## src/rtl/dll_pkg.sv

```systemverilog
// dll_pkg
// Shared types and default sizes for the Data Link Layer transmit path.
//   PIPE_DATA_WIDTH_DFLT  default width of one PIPE beat (32B)
//   DLLP_BURST_MAX_DFLT   default DLLP burst bound while a TLP sop waits
//   FC_TIMER_CYCLES_DFLT  default UpdateFC watchdog period
//   sel_t                 source tag of the word on the PIPE output
//   sched_state_t         scheduler packet-boundary state
package dll_pkg;

  localparam int PIPE_DATA_WIDTH_DFLT = 256;
  localparam int DLLP_BURST_MAX_DFLT  = 4;
  localparam int FC_TIMER_CYCLES_DFLT = 1024;

  typedef enum logic [1:0] {
    SEL_NONE = 2'd0,
    SEL_TLP  = 2'd1,
    SEL_ACKN = 2'd2,
    SEL_FC   = 2'd3
  } sel_t;

  typedef enum logic {
    S_IDLE = 1'b0,
    S_TLP  = 1'b1
  } sched_state_t;

endpackage

```

## src/rtl/dll_tx_out_reg.sv

```systemverilog
// dll_tx_out_reg
// Backpressurable output register toward the PHY. A new word (or a bubble)
// is loaded only when the register is empty or the PHY takes the current word.
// Ports:
//   clk, rst      clock, synchronous active-high reset
//   load_valid    a word is being accepted this cycle
//   load_sel      source tag of that word
//   load_data     the word itself
//   pipe_ready    PHY accepts the current word
//   adv           register may load this cycle
//   data/valid/sel registered word, valid flag and source tag
module dll_tx_out_reg
  import dll_pkg::*;
#(
  parameter int WIDTH = PIPE_DATA_WIDTH_DFLT
) (
  input  logic             clk,
  input  logic             rst,
  input  logic             load_valid,
  input  sel_t             load_sel,
  input  logic [WIDTH-1:0] load_data,
  input  logic             pipe_ready,
  output logic             adv,
  output logic [WIDTH-1:0] data,
  output logic             valid,
  output sel_t             sel
);

  assign adv = !valid || pipe_ready;

  always_ff @(posedge clk) begin
    if (rst) begin
      data  <= '0;
      valid <= 1'b0;
      sel   <= SEL_NONE;
    end else if (adv) begin
      valid <= load_valid;
      sel   <= load_valid ? load_sel : SEL_NONE;
      // On a bubble the data bits keep their last value.
      if (load_valid) begin
        data <= load_data;
      end
    end
  end

endmodule

```

## src/rtl/dll_tx_scheduler.sv

```systemverilog
// dll_tx_scheduler
// Transmit-side DLL scheduler: shares one PIPE word per cycle between the
// retry-buffer TLP stream, ACK/NAK DLLPs and FC DLLPs. TLPs are never split,
// TLP traffic needs DL_up, and DLLP bursts ahead of a waiting TLP sop are
// bounded by DLLP_BURST_MAX.
// Optional feature macro: DLL_SCHED_FC_TIMER_EN (UpdateFC watchdog; when
// undefined fc_timeout_o is tied low and priority is fixed).
// Ports:
//   clk, rst                       clock, synchronous active-high reset
//   dl_up_i                        DL_up from the DLCMSM
//   tlp_valid/sop/eop/data_i       TLP beat from the retry buffer
//   tlp_ready_o                    TLP beat accepted this cycle
//   ackn_req_i/ackn_data_i         pending ACK/NAK word (held until grant)
//   ackn_gnt_o                     ACK/NAK word accepted this cycle
//   fc_req_i/fc_data_i             pending FC word (held until grant)
//   fc_gnt_o                       FC word accepted this cycle
//   pipe_data_o/pipe_valid_o       registered word to the PHY
//   pipe_ready_i                   PHY accepts the word
//   sel_o                          source of pipe_data_o (0 none,1 TLP,2 ACK/NAK,3 FC)
//   err_o                          one-cycle protocol error pulse
//   fc_timeout_o                   UpdateFC watchdog pulse
//
// state  | meaning
// S_IDLE | at a packet boundary; DLLPs and TLP sop compete for the word
// S_TLP  | inside a TLP; only its beats are granted until eop
module dll_tx_scheduler
  import dll_pkg::*;
#(
  parameter int PIPE_DATA_WIDTH = PIPE_DATA_WIDTH_DFLT,
  parameter int DLLP_BURST_MAX  = DLLP_BURST_MAX_DFLT,
  parameter int FC_TIMER_CYCLES = FC_TIMER_CYCLES_DFLT
) (
  input  logic                       clk,
  input  logic                       rst,
  input  logic                       dl_up_i,
  input  logic                       tlp_valid_i,
  input  logic                       tlp_sop_i,
  input  logic                       tlp_eop_i,
  input  logic [PIPE_DATA_WIDTH-1:0] tlp_data_i,
  output logic                       tlp_ready_o,
  input  logic                       ackn_req_i,
  input  logic [PIPE_DATA_WIDTH-1:0] ackn_data_i,
  output logic                       ackn_gnt_o,
  input  logic                       fc_req_i,
  input  logic [PIPE_DATA_WIDTH-1:0] fc_data_i,
  output logic                       fc_gnt_o,
  output logic [PIPE_DATA_WIDTH-1:0] pipe_data_o,
  output logic                       pipe_valid_o,
  input  logic                       pipe_ready_i,
  output logic [1:0]                 sel_o,
  output logic                       err_o,
  output logic                       fc_timeout_o
);

  localparam int CNT_W = $clog2(DLLP_BURST_MAX + 1);
  localparam logic [CNT_W-1:0] CNT_MAX = CNT_W'(DLLP_BURST_MAX);

  sched_state_t               state;
  sched_state_t               state_nxt;
  logic                       adv;
  logic [CNT_W-1:0]           dllp_cnt;
  logic                       gnt_tlp;
  logic                       gnt_ackn;
  logic                       gnt_fc;
  logic                       fwd;
  sel_t                       fwd_sel;
  logic [PIPE_DATA_WIDTH-1:0] fwd_data;
  logic                       err_nxt;
  logic                       err_q;
  logic                       sop_wait;
  logic                       starved;
  logic                       fc_boost;
  sel_t                       sel_q;

  assign sop_wait = tlp_valid_i && tlp_sop_i;
  assign starved  = (dllp_cnt >= CNT_MAX) && sop_wait;

  always_comb begin
    state_nxt = state;
    gnt_tlp   = 1'b0;
    gnt_ackn  = 1'b0;
    gnt_fc    = 1'b0;
    err_nxt   = 1'b0;
    if (!rst) begin
      case (state)
        S_IDLE: begin
          if (adv) begin
            if (!dl_up_i) begin
              // Link down: only InitFC traffic may go out.
              gnt_fc = fc_req_i;
            end else if (starved) begin
              gnt_tlp = 1'b1;
            end else if (fc_boost && fc_req_i) begin
              gnt_fc = 1'b1;
            end else if (ackn_req_i) begin
              gnt_ackn = 1'b1;
            end else if (fc_req_i) begin
              gnt_fc = 1'b1;
            end else if (tlp_valid_i) begin
              gnt_tlp = 1'b1;
            end
            if (gnt_tlp) begin
              // A non-sop beat at a boundary is consumed and dropped.
              if (!tlp_sop_i) begin
                err_nxt = 1'b1;
              end else if (!tlp_eop_i) begin
                state_nxt = S_TLP;
              end
            end
          end
        end
        S_TLP: begin
          if (!dl_up_i) begin
            // Truncate the packet; the retry buffer replays it later.
            state_nxt = S_IDLE;
          end else if (adv && tlp_valid_i) begin
            gnt_tlp = 1'b1;
            if (tlp_sop_i) begin
              err_nxt = 1'b1;
            end
            if (tlp_eop_i) begin
              state_nxt = S_IDLE;
            end
          end
        end
        default: state_nxt = S_IDLE;
      endcase
    end
  end

  always_comb begin
    fwd      = 1'b0;
    fwd_sel  = SEL_NONE;
    fwd_data = tlp_data_i;
    if (gnt_ackn) begin
      fwd      = 1'b1;
      fwd_sel  = SEL_ACKN;
      fwd_data = ackn_data_i;
    end else if (gnt_fc) begin
      fwd      = 1'b1;
      fwd_sel  = SEL_FC;
      fwd_data = fc_data_i;
    end else if (gnt_tlp && (state == S_TLP || tlp_sop_i)) begin
      fwd      = 1'b1;
      fwd_sel  = SEL_TLP;
      fwd_data = tlp_data_i;
    end
  end

  always_ff @(posedge clk) begin
    if (rst) begin
      state <= S_IDLE;
      err_q <= 1'b0;
    end else begin
      state <= state_nxt;
      err_q <= err_nxt;
    end
  end

  // Counts DLLP grants that jumped ahead of a waiting TLP sop.
  always_ff @(posedge clk) begin
    if (rst) begin
      dllp_cnt <= '0;
    end else if (gnt_tlp || !tlp_valid_i) begin
      dllp_cnt <= '0;
    end else if ((gnt_ackn || gnt_fc) && tlp_sop_i && (dllp_cnt < CNT_MAX)) begin
      dllp_cnt <= dllp_cnt + 1'b1;
    end
  end

`ifdef DLL_SCHED_FC_TIMER_EN
  localparam int TMR_W = $clog2(FC_TIMER_CYCLES + 1);
  localparam logic [TMR_W-1:0] TMR_LOAD = TMR_W'(FC_TIMER_CYCLES);

  logic [TMR_W-1:0] fc_tmr;
  logic             fc_timeout_q;
  logic             fc_boost_q;

  // Down-counter: reaching 1 means FC_TIMER_CYCLES link-up cycles passed
  // without an FC grant.
  always_ff @(posedge clk) begin
    if (rst) begin
      fc_tmr       <= TMR_LOAD;
      fc_timeout_q <= 1'b0;
      fc_boost_q   <= 1'b0;
    end else begin
      fc_timeout_q <= 1'b0;
      if (!dl_up_i || gnt_fc) begin
        fc_tmr     <= TMR_LOAD;
        fc_boost_q <= 1'b0;
      end else if (fc_tmr == TMR_W'(1)) begin
        fc_tmr       <= TMR_LOAD;
        fc_timeout_q <= 1'b1;
        fc_boost_q   <= 1'b1;
      end else begin
        fc_tmr <= fc_tmr - 1'b1;
      end
    end
  end

  assign fc_timeout_o = fc_timeout_q;
  assign fc_boost     = fc_boost_q;
`else
  assign fc_timeout_o = 1'b0;
  assign fc_boost     = 1'b0;
`endif

  dll_tx_out_reg #(
    .WIDTH(PIPE_DATA_WIDTH)
  ) u_out_reg (
    .clk        (clk),
    .rst        (rst),
    .load_valid (fwd),
    .load_sel   (fwd_sel),
    .load_data  (fwd_data),
    .pipe_ready (pipe_ready_i),
    .adv        (adv),
    .data       (pipe_data_o),
    .valid      (pipe_valid_o),
    .sel        (sel_q)
  );

  assign sel_o       = sel_q;
  assign err_o       = err_q;
  assign tlp_ready_o = gnt_tlp;
  assign ackn_gnt_o  = gnt_ackn;
  assign fc_gnt_o    = gnt_fc;

endmodule

```

## config.mk

```make
export PLATFORM = sky130hd
export DESIGN_NAME = dll_tx_scheduler
export DESIGN_NICKNAME = d
export VERILOG_FILES = /design/src/rtl/dll_pkg.sv /design/src/rtl/dll_tx_out_reg.sv /design/src/rtl/dll_tx_scheduler.sv
export SDC_FILE = /design/constraint.sdc
export NUM_CORES = 1
export LEC_CHECK = 0
export ABC_AREA = 1
export CAP_MARGIN = 10
export CELL_PAD_IN_SITES_DETAIL_PLACEMENT = 0
export CELL_PAD_IN_SITES_GLOBAL_PLACEMENT = 2
export CORE_AREA = 4 4 409 411
export CTS_CLUSTER_SIZE = 8
export DETAILED_ROUTE_END_ITERATION = 12
export DIE_AREA = 0 0 413 415
export PLACE_DENSITY_LB_ADDON = 0.1
export SKIP_LAST_GASP = 1
export SYNTH_ARGS = -nofsm -noshare
export SYNTH_HDL_FRONTEND = slang
export SYNTH_SLANG_ARGS = --single-unit
```

## constraint.sdc

```tcl
create_clock -name clk -period 1.95 [get_ports clk]
set_input_delay 0.195 -clock clk [delete_from_list [all_inputs] [get_ports clk]]
set_output_delay 0.195 -clock clk [all_outputs]
set_load 0.1 [all_outputs]
```

==> results of run 1 <==
registers in the layout, indices dropped and copies added (netlist names):
signal / flops
dllp_cnt: 3
u_out_reg.sel: 2
err_o: 1
u_out_reg.valid: 1
u_out_reg.data: 256
state: 1
worst max-delay path by stage:
stage / start / to / slack, ps / cells after the start
floorplan: u_out_reg.valid / u_out_reg.data[174] / 50 / 10
global placement: rst / u_out_reg.data[84] / -660 / 13
detailed placement: rst / u_out_reg.data[84] / -650 / 13
CTS: u_out_reg.valid / ackn_gnt_o / -160 / 9
global route: u_out_reg.valid / ackn_gnt_o / -200 / 9
finish: state / fc_gnt_o / -100 / 9
per-stage QoR:
stage / utilization, % / power, W
global placement: 20.3 / 0.0179
floorplan: - / 0.0131
global route: 25.2 / 0.0290
finish: 25.2 / 0.0276
detailed placement: 20.3 / 0.0179
CTS: 21.7 / 0.0265
critical path: stages (launching register included):
cell	delay, ps
sky130_fd_sc_hd__dfxtp_2	330
sky130_fd_sc_hd__inv_4	60
sky130_fd_sc_hd__nand2_4	60
sky130_fd_sc_hd__buf_6	110
sky130_fd_sc_hd__nor2_4	150
sky130_fd_sc_hd__buf_12	130
sky130_fd_sc_hd__nand2_8	60
sky130_fd_sc_hd__buf_16	150
sky130_fd_sc_hd__clkinv_4	50
sky130_fd_sc_hd__buf_12	160
synth_stat cells:
| library cell | number | area share (%) |
|---|---|---|
| sky130_fd_sc_hd__nand3_1 | 773 | 20 |
| sky130_fd_sc_hd__buf_6 | 1 | 0.058 |
| sky130_fd_sc_hd__buf_4 | 18 | 0.70 |
| sky130_fd_sc_hd__o21ai_0 | 3 | 0.078 |
| sky130_fd_sc_hd__dfxtp_1 | 264 | 27 |
| sky130_fd_sc_hd__conb_1 | 1 | 0.019 |
| sky130_fd_sc_hd__ha_1 | 2 | 0.13 |
| sky130_fd_sc_hd__nand4_1 | 2 | 0.065 |
| sky130_fd_sc_hd__nand2_4 | 1 | 0.058 |
| sky130_fd_sc_hd__buf_1 | 12 | 0.23 |
| sky130_fd_sc_hd__inv_2 | 4 | 0.078 |
| sky130_fd_sc_hd__nand2_2 | 2 | 0.065 |
| sky130_fd_sc_hd__nor2_1 | 517 | 10 |
| sky130_fd_sc_hd__a211oi_1 | 1 | 0.039 |
| sky130_fd_sc_hd__nor2_2 | 1 | 0.032 |
| sky130_fd_sc_hd__a21oi_1 | 3 | 0.078 |
| sky130_fd_sc_hd__inv_1 | 784 | 15 |
| sky130_fd_sc_hd__nand2_1 | 1045 | 20 |
| sky130_fd_sc_hd__buf_2 | 162 | 4.2 |
| sky130_fd_sc_hd__o32ai_1 | 1 | 0.045 |
| sky130_fd_sc_hd__nand3_2 | 2 | 0.10 |
| sky130_fd_sc_hd__clkbuf_1 | 60 | 1.2 |
power by group:
part | total [W] | internal (W) | switching, W
Clock | 0.00788 | 0.00461 | 0.00327
Combinational | 0.0134 | 0.00483 | 0.00858
Sequential | 0.00628 | 0.00596 | 0.000322
area by class of cell:
cell class,instances,area share [%]
Multi-Input combinational cell,2354,30.0
Timing Repair inverter,2,0.121
Timing Repair Buffer,1451,39.7
Clock inverter,7,0.103
Tap cell,2189,6.62
Antenna cell,18,0.109
Sequential cell,264,12.8
Inverter,788,7.32
Clock buffer,67,3.19
layer usage:
| layer | track usage [%] | part of all wire (%) | up-vias |
|---|---|---|---|
| met5 | 0 | 0.21 | - |
| met4 | 2.73 | 1.5 | 54 |
| met3 | 5.41 | 6.5 | 173 |
| met2 | 31.7 | 50 | 692 |
| met1 | 20.0 | 41 | 12600 |
| li1 | - | - | 13400 |
kinds of logic (layout without fill, tap and decap cells):
group	Yosys count	in the layout
buffers and inverters	1041	2315
other	1	19
AO/OA/AOI/OAI	8	8
AND/OR/NAND/NOR	2343	2343
adder cells (fa/ha/maj)	2	2
flip-flops	264	264
repair_timing:
action | 4_1_cts | 5_1_grt
pin swaps | 11 | 469
buffers inserted | 37 | 55
gates cloned | 13 | 93
gates resized for setup | 85 | 767
endpoints found under the setup margin | 227 | 259
==> metrics.sh, run 1 <==
RUN_STATUS='complete, but fails checks'
VIOLATIONS_IN_THE_FINAL_REPORTS='setup timing'
CTS_HOLD_BUF=0
PLACEMENT.IO_BUFFERS=1039
DETAIL_ROUTE.VIAS_PER_CELL=3.76
NUM-FILL-CELLS=18600
WORST_EP_REQUIRED_TIME_PS=1750
TIMING.HOLD.WS_PS=223
PLACED_CELL_AREA_UM2=33200
SYN_AREA_UM2=19300
WORST_R2R_STARTPOINT='state'
PART_OF_THE_YOSYS_AREA_USED_FOR_SEQUENTIAL_ELEMENTS_PCT=27.3
INITIAL_CORE_UTIL_PCT=11.8
CRIT_PATH_END_KIND='primary output'
TIMING.REG2REG.SETUP_SLACK_PS=-40
FINALWORSTPATHREQUIREDPERIOD_PS=2050
CTS-BUFFERS-INSERTED=44
INSERTION_DELAY_PS=620
MAX-SLEW-MARGIN-REL_PCT=33.8
ANTENNA_FOUND_INITIAL=55
WORST-R2R-CELL-COUNT=16
SYNTH.LIB_CELLS_USED.DISTINCT=22
TIMING_MAX_TRANSITION_VIOLATIONS_FINAL=0
ROUTEDWLPERCELL_UM=24.2
XOR_AND_XNOR_AREA_SHARE_AFTER_SYNTHESIS_PCT=0
CTS_SINKS=264
POWER_DENSITY_nW_PER_UM2=666
CORE_REGION_AREA_UM2=164000
SYNTH-COMPOUND-AREA-SHARE_PCT=0.239
GRT_PASS1_WL_UM=212000
HOLDCRITPATHCLASS='in2reg'
WORST_SLEW_PIN_SLEW_PS=993
LAYOUT_SETUP_WS_PS=-96.6
YOSYS_WARNINGS=0
FP.DIEAREA_UM2=171000
FLOW.AREA_GROWTH_FROM_SYNTHESIS_PCT=114
SYN_INST=3659
TOTALNEGATIVESETUPSLACK_PS=-1350
PLACEMENT.SETUP.WORST_SLACK_PS=-651
PLACEMENT_ROWS=149
HTREE_NUM_LEVELS=2
DP_CELLS=6857
SYNTHMUXAREASHARE_PCT=0
FINAL_SETUP_VIO_COUNT=68
DIE-WIDTH_UM=413
DRIVE_GT1_SHARE_PCT=25.6
TRITONCTS_CLOCK_TREE='done'
AREA_SHARE_OF_FA_HA_MAJ_CELLS_AFTER_SYNTHESIS_PCT=0.129
ROUTED_WIRELENGTH_UM=173000
HP-START='tlp_eop_i'
MEAN_INSTANCE_SIZE_IN_THE_SYNTHESIZED_NETLIST_UM2=5.29
MAXIMUM_NUMBER_OF_PINS_ON_ONE_NET_BEFORE_GLOBAL_ROUTE_REPAIR=119
SHARE_OF_THE_CLOCK_PERIOD_USED_BY_THE_WORST_PATH_AFTER_LAYOUT_PCT=105
DIE_H_UM=415
WORSTPATHARRIVAL_PS=1850
TIMING.SETUP.CRITICAL_PATH_CLASS='reg2out'
GLOBALPLACE.CONGESTION=0.798
FINALNETCOUNT=5684
FINAL_HOLD_VIO_COUNT=0
ANTENNA_LEFT=0
REGAREA_UM2=5290
LAYOUT_COMMONEST_CELL='sky130_fd_sc_hd__nand2_1'
VDD_DROP_MAX_mV=0.509
TIMING.MAX_CAP.VIOLATIONS=0
GRT_UTIL_ALL_LAYERS_PCT=17.4
DESIGN_AREA_FINAL_UM2=41400
RSZ0062_AT_GRT='true'
PIN_COUNT=1041
TOTAL_AREA_OF_MULTI_INPUT_COMBINATIONAL_CELLS_UM2=12400
MIN_DELAY_PATH_DEPTH=2
REMAINING_DRC_ERRORS=0
LEAKAGE_POWER_OF_THE_DESIGN_nW=21.4
WORST_SETUP_PATH_START_KIND='flip-flop'
YS_FF_LATCH=264
POSTSYNTHNETCOUNT=4438
MOSTFREQUENTLAYOUTCELLS='sky130_fd_sc_hd__nand2_1 (908), sky130_fd_sc_hd__inv_1 (780), sky130_fd_sc_hd__clkdlybuf4s50_1 (776)'
AREA_SHARE_OF_AND_OR_NAND_NOR_CELLS_AFTER_SYNTHESIS_PCT=50.6
VIA_COUNT_OF_THE_FIRST_GLOBAL_ROUTING_PASS=26800
ACHIEVABLE-FREQUENCY_GHz=0.489
DETAILROUTE.VIA_COUNT=26900
HOLDPATHEND='state'
REG2REG_TO='u_out_reg.data[87]'
CTSLONGESTPATHBUFFERS=3
INSTANCES_NO_FILL=7140
DRT-INITIAL-DRC-COUNT=1137
GLOBAL_ROUTE.OVERFLOW_TOTAL=0
ROOT_BUFFER='sky130_fd_sc_hd__clkbuf_16'
PLACE.DETAILED.HPWL_UM=120000
CTS.REPORTEDPATHS.CLKPINSLEW_PS=50
CRITICAL_PATH_PEAK_FANOUT=3
FINCLKSKEW_PS=35.4
DRTPASS1ITERATIONS=4
SYNTH_TOP_FAMILY_BY_AREA='simple AND/OR/NAND/NOR gates'
No activity file was read; power rests on OpenSTA's default activity.
==> run 2, diff against run 1 <==
- REMOVE_ABC_BUFFERS: not set -> 1
==> metrics.sh, run 2 (same netlist as run 1, synthesis figures left out) <==
CRITICAL_PATH_PEAK_FANOUT=8  # +5
DRTPASS1ITERATIONS=5  # +1
MET3_WIRELENGTH_UM=12700  # +12%
TRITONCTS_CLOCK_TREE='done'
ANTENNA_LEFT=0  # unchanged
ROUTED_WIRELENGTH_UM=157000  # -9.5%
FLOW.AREA_GROWTH_FROM_SYNTHESIS_PCT=94.5
FINAL_SETUP_VIO_COUNT=225  # +230%
CTS_SINKS=264  # unchanged
CRIT_PATH_END_KIND='flip-flop'
WORST_SLEW_PIN_SLEW_PS=997  # +3.52 ps
CTS.REPORTEDPATHS.CLKPINSLEW_PS=50  # about the same
POST_LAYOUT_TOTAL_POWER_W=0.0259  # -6.1%
DETAILROUTE.VIA_COUNT=25600  # -4.8%
DRT-INITIAL-DRC-COUNT=1059  # -6.9%
TIMING.REG2REG.SETUP_SLACK_PS=-140  # -100 ps
WORST_EP_REQUIRED_TIME_PS=2420  # +670 ps
PIN_COUNT=1041  # unchanged
TIMING.MAX_CAP.VIOLATIONS=0  # unchanged
POSTLAYOUTCOREUTIL_PCT=22.9  # -2.3 points
VIA_COUNT_OF_THE_FIRST_GLOBAL_ROUTING_PASS=26000  # -3.2%
FINCLKSKEW_PS=16.7  # -18.7 ps
LARGEST-REGISTER='u_out_reg.data'
VDD_DROP_MAX_mV=0.596  # +17%
RSZ0062_AT_GRT='true'
HOLDPATHEND='state'
HIGHEST_METAL_USED='met5'
WORST_R2R_STARTPOINT='state'
DRIVE_GT1_SHARE_PCT=17.2  # -8.4 points
WL_MET2_UM=75900  # -13%
HP-START='tlp_eop_i'
REMAINING_DRC_ERRORS=0  # unchanged
MOSTFREQUENTLAYOUTCELLS='sky130_fd_sc_hd__nand2_1 (987), sky130_fd_sc_hd__inv_1 (780), sky130_fd_sc_hd__clkdlybuf4s50_1 (776)'
PLACEMENT_ROWS=149  # unchanged
PLACE.DETAILED.HPWL_UM=113000  # -6.2%
ROOT_BUFFER='sky130_fd_sc_hd__clkbuf_16'
TIMING_MAX_TRANSITION_VIOLATIONS_FINAL=0  # unchanged
ANTENNA_FOUND_INITIAL=63  # +15%
DIE-WIDTH_UM=413  # unchanged
TIMING.HOLD.WS_PS=228  # +4.76 ps
GLOBAL_ROUTE.OVERFLOW_TOTAL=0  # unchanged
DIE_H_UM=415  # unchanged
HTREE_NUM_LEVELS=2  # unchanged
FINAL_HOLD_VIO_COUNT=0  # unchanged
CTS_HOLD_BUF=0  # unchanged
TIMING.SETUP.CRITICAL_PATH_CLASS='reg2reg'
PLACEMENT.IO_BUFFERS=1039  # unchanged
WORST-R2R-CELL-COUNT=15  # -1
MAX-SLEW-MARGIN-REL_PCT=33.6  # -0.23 points
INITIAL_CORE_UTIL_PCT=11.8  # unchanged
LEAKAGE_POWER_OF_THE_DESIGN_nW=19.2  # -10%
CORE_REGION_AREA_UM2=164000  # unchanged
CTSLONGESTPATHBUFFERS=3  # unchanged
WL_MET1_UM=65300  # -9.0%
REG2REG_TO='u_out_reg.data[148]'
GLOBALPLACE.CONGESTION=0.771  # -3.3%
GRT_UTIL_ALL_LAYERS_PCT=16.4  # -0.99 points
NUM-FILL-CELLS=18900  # +1.3%
GRT_PASS1_WL_UM=201000  # -5.3%
MAX_REG_FLOPS=256  # unchanged
LAYOUT_COMMONEST_CELL='sky130_fd_sc_hd__nand2_1'
PLACED_CELL_AREA_UM2=32900  # -0.97%
WORSTPATHARRIVAL_PS=2560  # +710 ps
CTS-BUFFERS-INSERTED=43  # -2.3%
FINALWORSTPATHREQUIREDPERIOD_PS=2090  # +40.9 ps
INSERTION_DELAY_PS=590  # -30 ps
DETAIL_ROUTE.VIAS_PER_CELL=3.64  # -3.2%
WORST_SETUP_PATH_START_KIND='flip-flop'
ACHIEVABLE-FREQUENCY_GHz=0.479  # -2.0%
DESIGN_AREA_FINAL_UM2=37600  # -9.1%
HOLDCRITPATHCLASS='in2reg'
MAXIMUM_NUMBER_OF_PINS_ON_ONE_NET_BEFORE_GLOBAL_ROUTE_REPAIR=135  # +13%
POWER_DENSITY_nW_PER_UM2=688  # +3.3%
LAYOUT_TOP_REGISTERS='u_out_reg.data (256), dllp_cnt (3), u_out_reg.sel (2)'
SHARE_OF_THE_CLOCK_PERIOD_USED_BY_THE_WORST_PATH_AFTER_LAYOUT_PCT=107  # +2.1 points
FP.DIEAREA_UM2=171000  # unchanged
ROUTEDWLPERCELL_UM=22.3  # -8.0%
FINALNETCOUNT=5568  # -2.0%
RUN_STATUS='complete, but fails checks'
LAYOUT_SETUP_WS_PS=-137  # -40.9 ps
PLACEMENT.SETUP.WORST_SLACK_PS=-619  # +31.8 ps
MIN_DELAY_PATH_DEPTH=2  # unchanged
VIOLATIONS_IN_THE_FINAL_REPORTS='setup timing'
-- run 2: cell count changes in the layout (fill, tap and decap cells not counted), sizes merged --
cell / change
diode: +3
bufbuf: -1
buf: -81
clkbuf: -37
clkinv: -2
clkinvlp: +1
inv: +1
-- run 2: worst max-delay path: stages (launching register included) --
cell and delay [ps]:
sky130_fd_sc_hd__dfxtp_2 320, sky130_fd_sc_hd__inv_2 70, sky130_fd_sc_hd__nand2_4 60, sky130_fd_sc_hd__buf_6 120, sky130_fd_sc_hd__nor2_4 190, sky130_fd_sc_hd__buf_8 160
sky130_fd_sc_hd__buf_16 140, sky130_fd_sc_hd__buf_12 130, sky130_fd_sc_hd__buf_12 130, sky130_fd_sc_hd__buf_16 150, sky130_fd_sc_hd__buf_4 130, sky130_fd_sc_hd__nand3_2 70
sky130_fd_sc_hd__nand3_2 90, sky130_fd_sc_hd__nand2_1 70, sky130_fd_sc_hd__nor2_1 90, sky130_fd_sc_hd__nor2_1 40
-- run 2: repair_timing --
| item | CTS | global route |
|---|---|---|
| pin swaps | 8 | 130 |
| endpoints found under the setup margin | 260 | 261 |
| gates cloned | 10 | 43 |
| buffers inserted | 13 | 47 |
| resized for setup | 72 | 311 |
-- run 2: worst max path at each step --
stage	to	cells past startpoint	from
4_1_cts	ackn_gnt_o	9	state
6_report	u_out_reg.data[148]	15	state
5_1_grt	u_out_reg.data[218]	16	state
3_5_place_dp	u_out_reg.data[241]	13	rst
3_3_place_gp	u_out_reg.data[171]	13	rst
2_1_floorplan	u_out_reg.data[0]	10	rst
-- run 2: where the power goes --
group	total (W)	internal [W]	switching [W]
Sequential	0.00625	0.00595	0.000293
Clock	0.00739	0.00437	0.00302
Combinational	0.0123	0.00422	0.00803
Total	0.0259	0.0145	0.0113
-- run 2: metrics by stage --
step / setup TNS (ps) / instances
final: -14650 / 7024
after CTS: -10700 / 6916
after global placement: -143050 / 6823
after global routing: -44680 / 7012
after detailed placement: -138100 / 6823
after floorplan: -3150330 / 3406
-- run 2: routing by layer --
| metal | up-vias | GRT usage (%) |
|---|---|---|
| li1 | 13100 | - |
| met1 | 11500 | 19.2 |
| met2 | 699 | 28.5 |
| met3 | 160 | 6.14 |
| met4 | 60 | 3.04 |
| met5 | - | 0 |
-- run 2: cell type report --
type                            count  area, um^2  area share [%]
Clock inverter                      4        22.5          0.0599
Sequential cell                   264        5290            14.1
Clock buffer                       66        1250            3.34
Multi-Input combinational cell   2354       10800            28.8
Tap cell                         2189        2740            7.28
Timing Repair Buffer             1333       14300            38.0
Antenna cell                       21        52.6           0.140
Inverter                          788        3020            8.04
Timing Repair inverter              5         103           0.273
